==> config.mk <==
export PLATFORM = sky130hd
export DESIGN_NAME = fifo_wr_arbiter
export DESIGN_NICKNAME = d
export VERILOG_FILES = /design/src/rtl/fifo_wr_arbiter.sv
export SDC_FILE = /design/constraint.sdc
export NUM_CORES = 1
export LEC_CHECK = 0
export CAP_MARGIN = 20
export CORE_MARGIN = 1.5
export CORE_UTILIZATION = 30
export CTS_CLUSTER_SIZE = 10
export DETAILED_ROUTE_END_ITERATION = 7
export GPL_TIMING_DRIVEN = 1
export PLACE_DENSITY = 0.86
export SYNTH_ARGS = -nofsm -noshare
export SYNTH_HDL_FRONTEND = slang
export SYNTH_SLANG_ARGS = --single-unit
export TNS_END_PERCENT = 50
==> constraint.sdc <==
create_clock -name clk -period 2.7 [get_ports clk]
set_input_delay 0.675 -clock clk [delete_from_list [all_inputs] [get_ports clk]]
set_output_delay 0.675 -clock clk [all_outputs]
set_load 0.1 [all_outputs]
==> src/rtl/fifo_wr_arbiter.sv <==
// Round-robin write arbiter: grants one requester at a time a burst of up to
// MAX_BURST beats into a shared FIFO write port, with packet-boundary release.
//
// state   | meaning
// --------+-----------------------------------------------------------
// S_IDLE  | no grant; arbitrating among valid requesters, no transfers
// S_BURST | grant_id owns the FIFO port until last beat or MAX_BURST
module fifo_wr_arbiter #(
    parameter int NREQ       = 4,
    parameter int DATA_WIDTH = 16,
    parameter int MAX_BURST  = 8
) (
    input  logic                         clk,
    input  logic                         rst,
    input  logic [NREQ-1:0]              req_valid,
    input  logic [NREQ*DATA_WIDTH-1:0]   req_data,
    input  logic [NREQ-1:0]              req_last,
    output logic [NREQ-1:0]              req_ready,
    output logic [DATA_WIDTH-1:0]        fifo_wr_data,
    output logic                         fifo_wr_en,
    input  logic                         fifo_full,
    output logic [$clog2(NREQ)-1:0]      grant_id,
    output logic                         busy
);

    localparam int GW = $clog2(NREQ);
    localparam int CW = $clog2(MAX_BURST + 1);

    localparam logic [0:0] S_IDLE  = 1'b0;
    localparam logic [0:0] S_BURST = 1'b1;

    logic [0:0]    state;
    logic [GW-1:0] grant_q;
    logic [GW-1:0] rr_ptr;
    logic [CW-1:0] beat_cnt;

    logic          pick_found;
    logic [GW-1:0] pick_idx;
    logic [GW-1:0] cand;
    logic          in_burst;
    logic          xfer;
    logic [CW-1:0] beat_cnt_inc;
    logic          burst_done;
    logic [GW-1:0] next_ptr;

    // Scan from rr_ptr upward with wrap; iterating downward lets the
    // candidate closest to the pointer overwrite the others.
    always_comb begin
        pick_found = 1'b0;
        pick_idx   = '0;
        cand       = '0;
        for (int k = NREQ - 1; k >= 0; k--) begin
            cand = GW'((int'(rr_ptr) + k) % NREQ);
            if (req_valid[cand]) begin
                pick_found = 1'b1;
                pick_idx   = cand;
            end
        end
    end

    // Reset is folded into the outputs so nothing moves in the reset cycle.
    assign in_burst     = (state == S_BURST) && !rst;
    assign xfer         = in_burst && req_valid[grant_q] && !fifo_full;
    assign beat_cnt_inc = beat_cnt + CW'(1);
    assign burst_done   = req_last[grant_q] || (beat_cnt_inc == CW'(MAX_BURST));
    assign next_ptr     = (grant_q == GW'(NREQ - 1)) ? '0 : grant_q + 1'b1;

    always_comb begin
        req_ready = '0;
        if (in_burst && !fifo_full) begin
            req_ready[grant_q] = 1'b1;
        end
    end

    assign fifo_wr_en   = xfer;
    assign fifo_wr_data = req_data[grant_q*DATA_WIDTH +: DATA_WIDTH];
    assign busy         = in_burst;
    assign grant_id     = rst ? '0 : grant_q;

    always_ff @(posedge clk) begin
        if (rst) begin
            state    <= S_IDLE;
            rr_ptr   <= '0;
            grant_q  <= '0;
            beat_cnt <= '0;
        end else begin
            case (state)
                S_IDLE: begin
                    if (pick_found) begin
                        grant_q  <= pick_idx;
                        beat_cnt <= '0;
                        state    <= S_BURST;
                    end
                end
                S_BURST: begin
                    if (xfer) begin
                        beat_cnt <= beat_cnt_inc;
                        if (burst_done) begin
                            state  <= S_IDLE;
                            rr_ptr <= next_ptr;
                        end
                    end
                end
                default: state <= S_IDLE;
            endcase
        end
    end

endmodule

==> results.ini <==
[run_status]
run_status = completed

[global_routing]
globalRoute.totalOverflow = 0
total_routing_resource_utilization_after_global_routing = 0.260
grt_first_pass_wirelength_mm = 7.68
grt_pass1_vias = 1333
grt_max_degree = 18
antenna_violations_before_repair = 0

[logic_synthesis]
synthCells = 97
syn_std_cell_area_sq_um = 1050
yosysUniqueCellTypes = 35
synthesis.nets = 177
ys_seq_area_frac = 0.172
avgSynthCellArea_sq_um = 10.8
synth_warnings = 0
ys_seq_elements = 9

[finish]
sequential_cell_area_sq_um = 180
final_nets = 282
n_fill_cell = 209
syn2layout_area_growth_pct = 128
finalCoreUtilization = 0.717
multi_input_area_sq_um = 820
antenna-diode-count = 0
mostFrequentLayoutCell = clkdlybuf4s50_1
layout-drive-gt1-share = 0.294
highest_count_cells_in_the_layout_ignoring_fill_and_taps = clkdlybuf4s50_1 (74), buf_12 (25), mux4_2 (18)

[placed_design]
place.port_buffers = 98
place_hpwl_mm = 4.29
place.gp.congestion = 0.860

[floorplan]
die-area_sq_um = 3860
die_w_microns = 62.1
initial_utilization = 0.314
design.core.area_sq_um = 3340
boundaryPins = 99
row_count = 21
die-height_microns = 62.1

[pwr]
power.density_nw_per_um2 = 327
vdd.ir_drop.worst_uv = 232
leakagePower_nw = 0.888

[clocking]
max-clock-path-buffers = 2
post-cts-setup-buffer-count = 0
cts_hold_buffers = 0
cts_root_buf = clkbuf_4
tritoncts_num_sinks = 9
tritoncts_clock_tree = built
htree_levels = 1
cts-resized-gates = 0
numCtsBuffers = 3
clkSlewWorstSetupHoldPaths_ns = 0.06
worstSkewPairLatency_ns = 0.25

[routing]
drt_drc_violations_left = 0
route.vias.total = 1275
postRouteWirelength_mm = 4.92
drt-vias-per-instance = 5.16
route.antenna.remaining_nets = 0
drt-pass1-iter-count = 4
post_drt_wl_per_cell_microns = 19.9
detailedRoute.firstIterationViolations = 51

[critical_path]
critPathLaunch = req_valid[3]
critPathKind = in -> out
regToRegStartpoint = grant_q[0]$_SDFFE_PP0P_
timing.critical_path.from_type = input pin
timing.critical_path.required_ns = 2.03
cp_max_fo = 5
worst_ep_arrival_time_ns = 1.94
cp-end-kind = output pin

[worst_hold_path]
hp-class = reg -> reg
hold_path.startpoint = beat_cnt[3]$_SDFFE_PP0P_

[sta]
final-setup-viol-count = 0
timing.clock.skew_ns = 0.00265
min_period_over_period = 0.967
finalWorstPathRequiredPeriod_ns = 2.61
drv_slew = 0
totalNegativeSetupSlack_ns = 0
rsz_0062_raised_after_global_routing = false
max-slew-margin-rel = 0.702
fmaxAchievable_mhz = 383
hold_viol_final = 0
tightestPinTransition_ns = 0.442

[job]
count_of_max_cap_constraint_violations = 0

-- report_power, final --
part | switching [mW] | leakage [nW] | total (mW) | internal (mW)
Combinational | 0.286 | 0.800 | 0.539 | 0.253
Clock | 0.0438 | 0.0150 | 0.101 | 0.0567
Sequential | 0.00610 | 0.0732 | 0.142 | 0.136
-- Yosys cell counts --
| cell type | number | area [sq um] |
|---|---|---|
| a21o_1 | 1 | 7.51 |
| mux2i_1 | 2 | 20.0 |
| buf_2 | 2 | 10.0 |
| inv_1 | 2 | 7.51 |
| xnor2_1 | 1 | 8.76 |
| clkbuf_1 | 1 | 3.75 |
| o21bai_1 | 1 | 7.51 |
| or2_1 | 1 | 6.26 |
| nor2_1 | 5 | 18.8 |
| or4_1 | 1 | 7.51 |
| a21oi_1 | 6 | 30.0 |
| a21boi_0 | 2 | 15.0 |
| o211ai_1 | 2 | 15.0 |
| nand2b_1 | 4 | 25.0 |
| and2_1 | 4 | 25.0 |
| inv_2 | 1 | 3.75 |
| nor3_1 | 2 | 10.0 |
| dfxtp_1 | 9 | 180 |
| nand3b_1 | 1 | 7.51 |
| nand4b_1 | 2 | 17.5 |
| and3b_1 | 1 | 8.76 |
| nand2_1 | 4 | 15.0 |
| buf_1 | 1 | 3.75 |
| mux2_4 | 1 | 15.0 |
| nand3_1 | 6 | 30.0 |
| a21oi_2 | 1 | 8.76 |
| nor4_1 | 1 | 6.26 |
| nand2_2 | 1 | 6.26 |
| clkinv_1 | 1 | 3.75 |
| buf_4 | 1 | 7.51 |
| mux4_2 | 18 | 405 |
| nor2b_1 | 4 | 25.0 |
| nor3b_2 | 1 | 12.5 |
| buf_6 | 1 | 11.3 |
| ha_1 | 5 | 62.6 |
-- cell type report --
| cell class | count | share of cell area |
|---|---|---|
| timing repair buffer | 106 | 0.541 |
| multi-input combinational | 78 | 0.343 |
| sequential | 9 | 0.0753 |
| tap | 46 | 0.0241 |
| clock buffer | 4 | 0.0110 |
| inverter | 4 | 0.00628 |
-- routing by layer --
layer  global-route usage  vias up  part of all wire
met4               0.0472        0            0.0069
li1                     -      587                 -
met2                0.488       69              0.54
met3               0.0580        4             0.069
met1                0.306      615              0.39
met5                    0        -                 0
-- registers in the layout (all words and copies together), names as in the netlist --
name,cells
rr_ptr,2
beat_cnt,4
state,1
grant_q,2
-- cells by family (layout without fill, tap and decap cells) --
logic type      Yosys count  after routing  share of synthesized area
flops                     9              9                      0.172
xor+xnor                  1              1                    0.00835
compound gates           13             13                     0.0800
simple gates             38             38                      0.211
mux                      21             21                      0.420
fa+ha+maj                 5              5                     0.0597
buf+inv                  10            114                     0.0489
-- through the flow --
step	cell area, sq um	hold slack, ns	std cells	worst slack, ns	power, mW
6_report	2390	0.530	247	0.0883	0.782
5_1_grt	2390	0.555	247	0.0320	0.809
4_1_cts	2390	0.528	247	0.0978	0.786
3_5_place_dp	2370	0.520	243	0.109	0.684
3_3_place_gp	2370	0.490	243	0.117	0.672
2_1_floorplan	1050	0.478	97	-0.279	0.428
-- path summary, 6_finish.rpt --
check | end | slack [ns] | depth (start not counted)
min reg2reg | beat_cnt[3]$_SDFFE_PP0P_ | 0.53 | 2
max reg2reg | rr_ptr[0]$_SDFFE_PP0P_ | 0.89 | 5
min | beat_cnt[3]$_SDFFE_PP0P_ | 0.53 | 2
max | fifo_wr_en | 0.09 | 5
-- worst max-delay path, stage by stage --
cell	delay, ns
clkdlybuf4s50_1	0.42
mux4_2	0.48
nand2_2	0.11
inv_2	0.07
buf_12	0.17
Note: power is estimated with default switching activity, not from simulation.
